File: config.mk
export PLATFORM = sky130hd
export DESIGN_NAME = irq_scheduler
export DESIGN_NICKNAME = d
export VERILOG_FILES = /design/src/rtl/irq_scheduler.sv
export SDC_FILE = /design/constraint.sdc
export NUM_CORES = 1
export LEC_CHECK = 0
export ABC_AREA = 1
export CAP_MARGIN = 40
export CORE_MARGIN = 1
export CORE_UTILIZATION = 34
export CTS_BUF_LIST = sky130_fd_sc_hd__clkbuf_16
export CTS_CLUSTER_DIAMETER = 80
export DETAILED_ROUTE_END_ITERATION = 8
export GPL_ROUTABILITY_DRIVEN = 0
export PLACE_DENSITY = 0.78
export SLEW_MARGIN = 20
export SYNTH_ARGS = -nofsm -noshare
export SYNTH_HDL_FRONTEND = slang
export SYNTH_SLANG_ARGS = --single-unit
File: constraint.sdc
create_clock -name clk -period 1.6 [get_ports clk]
set_clock_uncertainty 0.05 [all_clocks]
set_input_delay 0.16 -clock clk [delete_from_list [all_inputs] [get_ports clk]]
set_output_delay 0.16 -clock clk [all_outputs]
set_load 0.005 [all_outputs]
File: src/rtl/irq_scheduler.sv
// rtl/irq_scheduler.sv - edge-latched interrupt arbiter/sequencer feeding jump control (vector 0xF0).
// Optional round-robin winner selection under IRQ_ROUND_ROBIN_EN; fixed lowest-index priority otherwise.
module irq_scheduler #(
  parameter int NUM_IRQ = 4,
  parameter int ID_W    = 2
) (
  input  logic               clk,
  input  logic               reset,
  input  logic [NUM_IRQ-1:0] irq_req,
  input  logic [NUM_IRQ-1:0] irq_mask,
  input  logic               int_en,
  input  logic [23:0]        ins,
  output logic               interrupt,
  output logic [ID_W-1:0]    irq_id,
  output logic               irq_active,
  output logic [NUM_IRQ-1:0] irq_pending
);

  typedef enum logic [1:0] {S_IDLE, S_ENTRY, S_ISR, S_GUARD} state_t;

  localparam logic [4:0] OP_RET = 5'b10000;

  state_t             r_state;
  state_t             w_next;
  logic [NUM_IRQ-1:0] r_prev;
  logic [NUM_IRQ-1:0] r_pending;
  logic [ID_W-1:0]    r_id;
  logic [NUM_IRQ-1:0] w_rise;
  logic [NUM_IRQ-1:0] w_elig;
  logic [NUM_IRQ-1:0] w_clr;
  logic [ID_W-1:0]    w_win;
  logic               w_grant_ok;
  logic               w_grant;
  logic               w_is_ret;
  logic               w_unused;

  assign w_rise     = irq_req & ~r_prev;
  assign w_elig     = r_pending & ~irq_mask;
  // Entry is withheld while a jump/RET sits in decode so it never races a taken branch.
  assign w_grant_ok = int_en & (|w_elig) & ~ins[23];
  assign w_is_ret   = (ins[23:19] == OP_RET);
  assign w_unused   = ^ins[18:0];

`ifdef IRQ_ROUND_ROBIN_EN
  logic [ID_W-1:0] r_last;

  always_comb begin
    int idx;
    w_win = '0;
    for (int k = NUM_IRQ; k >= 1; k--) begin
      idx = (int'(r_last) + k) % NUM_IRQ;
      if (w_elig[idx]) w_win = ID_W'(idx);
    end
  end

  always_ff @(posedge clk or negedge reset) begin
    if (!reset) r_last <= ID_W'(NUM_IRQ - 1);
    else if (w_grant) r_last <= w_win;
  end
`else
  always_comb begin
    w_win = '0;
    for (int i = NUM_IRQ - 1; i >= 0; i--) begin
      if (w_elig[i]) w_win = ID_W'(i);
    end
  end
`endif

  always_ff @(posedge clk or negedge reset) begin
    if (!reset) begin
      r_state   <= S_IDLE;
      r_prev    <= '0;
      r_pending <= '0;
      r_id      <= '0;
    end else begin
      r_state   <= w_next;
      r_prev    <= irq_req;
      // A fresh edge on the line being granted survives the clear.
      r_pending <= (r_pending & ~w_clr) | w_rise;
      if (w_grant) r_id <= w_win;
    end
  end

  always_comb begin
    w_next     = r_state;
    w_grant    = 1'b0;
    w_clr      = '0;
    interrupt  = 1'b0;
    irq_active = 1'b0;
    case (r_state)
      S_IDLE: begin
        if (w_grant_ok) begin
          w_grant = 1'b1;
          w_clr   = {{(NUM_IRQ-1){1'b0}}, 1'b1} << w_win;
          w_next  = S_ENTRY;
        end
      end
      S_ENTRY: begin
        interrupt  = 1'b1;
        irq_active = 1'b1;
        w_next     = S_ISR;
      end
      S_ISR: begin
        irq_active = 1'b1;
        if (w_is_ret) w_next = S_GUARD;
      end
      S_GUARD: begin
        w_next = S_IDLE;
      end
      default: w_next = S_IDLE;
    endcase
  end

  assign irq_id      = r_id;
  assign irq_pending = r_pending;

endmodule

Word-level counts from Yosys, hierarchy flattened:

Index checks and enable logic that the tools add are counted.

* flip-flop bits (word level): 12
* input port bits: 35
* output and inout port bits: 8
* logic and storage cells: 38

* eq/ne operators: 6
* shift-type cells: 1
* mux-type cells: 13
* bitwise operators: 10
* reduce and logical (&&, ||, !) cells: 4

Operators by type and width (count)
* 4-bit AND: 3
* 2-bit two-way mux: 6
* 4-bit inverter: 3
* 4-bit two-way mux: 2
* 2-bit case mux with 4 select lines: 1
* 5-bit equality test (second input constant): 1
* 2-bit equality test (second input constant): 2
* 1-bit two-way mux: 4
* 2-bit != test (second input constant): 2
* 4-bit OR: 1
* 4-bit OR reduction: 1
* 1-bit by 2-bit left shift with 4-bit output (first input constant): 1
* 1-bit AND: 2
* 2-bit by 1-bit equality test with 1-bit output (second input constant): 1
* 2-bit zero test: 1
* 2-bit AND reduction: 1
* 2-bit OR reduction: 1
* 1-bit inverter: 1

Logic depth before layout (Yosys ltp):

* depth after elaboration: 12
* depth in mapped cells: 10
* depth with buffers taken out: 10

Worst setup path after synthesis:

Ideal clock, no wire load.

* path kind: flip-flop to flip-flop
* from: register r_state[0]
* to: register r_state[0]
* library setup time: 0.116 ns
* data arrival time: 1.058 ns
* data required time: 1.434 ns
* path slack: 0.375 ns
* cell stages (with the launch flop): 6
* path buffers: 0
* clock period less this slack: 1.225 ns
* cells stage by stage: dfrtp_1 inv_1 ha_1 or2_2 nand3_1 nand2_1

* word-level cells in the longest chain between the ends: 3
* elaborated cells on any way between the ends: 8
* those cells by class: eq/ne: 5; mux: 1; reduce/logical: 2

Ends and longest elaborated chain
* start, declared: RTL line 23 `state_t r_state;`
* start signal, assigned: RTL line 76 `r_state <= w_next;`
* 2-bit equality test or 2-bit zero test (tied branches): RTL line 90 `case (r_state)`
* 2-bit != test (no source line)
* 2-bit AND reduction (no source line)

Parallel ways exist; a longest one is shown, timed or not.
A chain may end at the register's enable or synchronous reset.

Worst setup path in the final report:

* from: register r_state[0]
* to: output port irq_active

* word-level cells in the longest chain between the ends: 3
* elaborated cells on any way between the ends: 4
* those cells by class: eq/ne: 2; mux: 1; reduce/logical: 1

Ends and longest elaborated chain
* 2-bit equality test or 2-bit by 1-bit equality test with 1-bit output (tied branches): RTL line 90
* 2-bit OR reduction (no source line) (*)
* 1-bit two-way mux (*): RTL line 90
* end, declared: RTL line 15 `output logic irq_active,`

Mark *: on every way between the ends. The rest lies on a longest branch, timed or not.

==> impl_metrics.prom <==
# TYPE chip_impl_metric gauge
chip_impl_metric{name="post-synth-top-area-fraction",unit=""} 0.477
chip_impl_metric{name="die_y",unit="um"} 45.0
chip_impl_metric{name="crit_path_max_incr_delay",unit="ns"} 0.34
chip_impl_info{name="rsz0062_at_grt",value="no"} 1
chip_impl_metric{name="power_leakage",unit="nW"} 0.503
chip_impl_metric{name="powerDensity",unit="mW/mm^2"} 1430
chip_impl_info{name="timing.hold.worst.class",value="primary input to async pin"} 1
chip_impl_metric{name="number_of_fillers_in_the_final_layout",unit=""} 169
chip_impl_metric{name="vias",unit=""} 546
chip_impl_metric{name="ir_worst_vdd",unit="mV"} 0.933
chip_impl_metric{name="multiInputGateArea",unit="um^2"} 277
chip_impl_info{name="setup.worst_path.end_class",value="primary output"} 1
chip_impl_metric{name="worst_slew_margin_rel",unit=""} 0.665
chip_impl_metric{name="clockBufferDepth",unit=""} 2
chip_impl_metric{name="seqCellArea",unit="um^2"} 300
chip_impl_metric{name="critical_path.max_fanout",unit=""} 2
chip_impl_metric{name="drt-total-wl",unit="um"} 1220
chip_impl_info{name="root_buffer",value="sky130_fd_sc_hd__clkbuf_16"} 1
chip_impl_metric{name="placed_cells_incl_taps",unit=""} 125
chip_impl_metric{name="post-route-period-util",unit=""} 0.900
chip_impl_metric{name="finalCoreUtilization",unit=""} 0.571
chip_impl_metric{name="cp_num_buf_inv",unit=""} 2
chip_impl_metric{name="first_pass_grt_wire_length",unit="um"} 2080
chip_impl_metric{name="number_of_cells_produced_by_synthesis",unit=""} 77
chip_impl_info{name="crit_family",value="flip-flops"} 1
chip_impl_metric{name="ys_types",unit=""} 13
chip_impl_metric{name="postSynthAreaPerCell",unit="um^2"} 8.17
chip_impl_metric{name="starting_density_of_the_core",unit=""} 0.364
chip_impl_info{name="crit_path_cell_trace",value="inv_1 -> ha_1 -> dlygate4sd2_1"} 1
chip_impl_metric{name="antenna_left",unit=""} 0
chip_impl_metric{name="maxCapViolCount",unit=""} 0
chip_impl_metric{name="number_of_global_route_vias_before_repair",unit=""} 544
chip_impl_metric{name="syn-cell-area",unit="um^2"} 629
chip_impl_info{name="final_common_cell",value="sky130_fd_sc_hd__nand2_1"} 1
chip_impl_metric{name="synth_sequential_area_ratio",unit=""} 0.477
chip_impl_metric{name="design.portCount",unit=""} 43
chip_impl_metric{name="x_dimension_of_the_die",unit="um"} 45.0
chip_impl_metric{name="portBuffers",unit=""} 23
chip_impl_info{name="leading_cell_types_in_the_layout_fill_and_taps_excluded",value="sky130_fd_sc_hd__nand2_1 (23), sky130_fd_sc_hd__clkdlybuf4s50_1 (21), sky130_fd_sc_hd__dfrtp_1 (12), sky130_fd_sc_hd__inv_1 (11), sky130_fd_sc_hd__nand2_2 (8)"} 1
chip_impl_metric{name="clk_pin_slew",unit="ns"} 0.04
chip_impl_metric{name="crit_arrival",unit="ns"} 1.23
chip_impl_metric{name="total_of_hold_buffers_inserted_after_clock_tree_synthesis",unit=""} 0
chip_impl_metric{name="antenna_found_initial",unit=""} 0
chip_impl_metric{name="hold_viol",unit=""} 0
chip_impl_metric{name="slew_violations",unit=""} 0
chip_impl_info{name="yosys.area.top_type",value="sky130_fd_sc_hd__dfrtp_1"} 1
chip_impl_metric{name="half_perimeter_wire_length_after_detailed_placement",unit="um"} 958
chip_impl_metric{name="max_h_tree_level",unit=""} 1
chip_impl_metric{name="worst_ep_required_time",unit="ns"} 1.39
chip_impl_metric{name="period_needed",unit="ns"} 1.44
chip_impl_metric{name="die_area",unit="mm^2"} 0.00203
chip_impl_metric{name="drc",unit=""} 0
chip_impl_metric{name="clock-sinks",unit=""} 12
chip_impl_info{name="path_class",value="flop to primary output"} 1
chip_impl_metric{name="overflow",unit=""} 0
chip_impl_metric{name="yosysWarningCount",unit=""} 0
chip_impl_metric{name="floorplan.core_area",unit="mm^2"} 0.00173
chip_impl_metric{name="drt_iter0_drc",unit=""} 3
chip_impl_metric{name="finalSetupViolations",unit=""} 0
chip_impl_metric{name="synth.ff_latch_count",unit=""} 12
chip_impl_metric{name="post_drt_via_cell_ratio",unit=""} 4.17
chip_impl_metric{name="nNetsFinal",unit=""} 145
chip_impl_metric{name="cts_inserted_buffers",unit=""} 3
chip_impl_metric{name="drt-pass1-iter-count",unit=""} 2
chip_impl_metric{name="gr-usage-all-layers",unit=""} 0.148
chip_impl_info{name="status",value="complete, no violations"} 1
chip_impl_metric{name="layout.cells.non_filler",unit=""} 131
chip_impl_metric{name="setup_tns",unit="ns"} 0
chip_impl_metric{name="hold_ws",unit="ns"} 0.216
chip_impl_metric{name="max_slew.worst_pin.slew",unit="ns"} 0.502
chip_impl_info{name="cp-start-kind",value="flop"} 1
chip_impl_metric{name="routed_wire_length_per_instance",unit="um"} 9.32
chip_impl_metric{name="worstSkewPairLatency",unit="ns"} 0.23
chip_impl_info{name="cts_tree",value="yes"} 1
chip_impl_info{name="crit_slowest_cell",value="sky130_fd_sc_hd__dfrtp_1"} 1
chip_impl_metric{name="synth_nets",unit=""} 115
chip_impl_metric{name="achievable-frequency",unit="GHz"} 0.694
chip_impl_metric{name="drive_above_1_share",unit=""} 0.189
chip_impl_metric{name="grt_max_degree",unit=""} 13
chip_impl_metric{name="std_cell_rows",unit=""} 15
chip_impl_metric{name="area_growth",unit="%"} 56.7
chip_impl_metric{name="num_antenna_cells",unit=""} 0
chip_impl_info{name="ys_top_cells_by_area",value="sky130_fd_sc_hd__dfrtp_1 (48%), sky130_fd_sc_hd__nand2_1 (14%), sky130_fd_sc_hd__nand2_2 (8.0%)"} 1
==> where the power goes <==
part           switching [mW]  total (mW)  internal, mW
logic                   0.265       0.555         0.291
registers              0.0417       0.417         0.375
clock network           0.114       0.441         0.327
==> worst paths after layout <==
path                                                 end  depth (start not counted)  slack (ns)              startpoint
worst max-delay path                          irq_active                          3        0.16  r_state[0]$_DFFE_PN0P_
worst min-delay path                 r_prev[1]$_DFF_PN0_                          1        0.22                   reset
worst max register to register    r_state[0]$_DFFE_PN0P_                          5        0.33  r_state[0]$_DFFE_PN0P_
worst min register to register  irq_pending[1]$_DFF_PN0_                          3        0.43     r_prev[1]$_DFF_PN0_
max in group asynchronous         r_state[0]$_DFFE_PN0P_                          1        0.95                   reset
min in group clk                     r_prev[0]$_DFF_PN0_                          1        0.35              irq_req[0]
==> metrics by stage <==
stage / cell area [um^2] / total power, mW / setup WS, ns
2_1_floorplan: 629 / 0.708 / 0.375
5_1_grt: 986 / 1.51 / 0.121
6_report: 986 / 1.41 / 0.160
3_3_place_gp: 891 / 0.929 / 0.201
4_1_cts: 983 / 1.42 / 0.0382
3_5_place_dp: 891 / 0.958 / 0.167
==> flip-flops by register name, summed over array words and instances, names as in the netlist <==
| signal | flops |
|---|---|
| irq_id | 2 |
| r_prev | 4 |
| irq_pending | 4 |
| r_state | 2 |
==> final cells by class <==
cell class                      instances  share of cell area
Sequential cell                        12               0.305
Multi-Input combinational cell         51               0.280
Inverter                               14              0.0533
Tap cell                               25              0.0317
Clock inverter                          1             0.00381
Timing Repair Buffer                   25               0.250
Clock buffer                            3              0.0761
==> per-layer routing <==
layer	wire (um)	global-route usage
met3	30	0.0240
met5	0	0
met2	645	0.258
met4	8	0.109
met1	537	0.160
==> repair_timing <==
| item | CTS | global route |
|---|---|---|
| gates resized for setup | 1 | 1 |
| pin swaps | 0 | 0 |
| hold endpoints to repair | 0 | 0 |
| buffers inserted | 2 | 0 |
| endpoints found under the setup margin | 1 | 1 |
==> logic make-up (layout without fill, tap and decap cells) <==
family	after synthesis	count (layout)	synth area share
AOI/OAI and AO/OA	6	6	0.0477
and+or+nand+nor	42	42	0.332
DFF	12	12	0.477
buffers and inverters	14	43	0.0835
adders and majority gates	3	3	0.0596
==> cell usage after synthesis, drive strengths merged <==
library cell / count
nand3: 5
dfrtp: 12
nor2: 4
ha: 3
or2: 1
nand2: 32
o21ai: 6
inv: 14
Note: power is estimated with default switching activity, not from simulation.
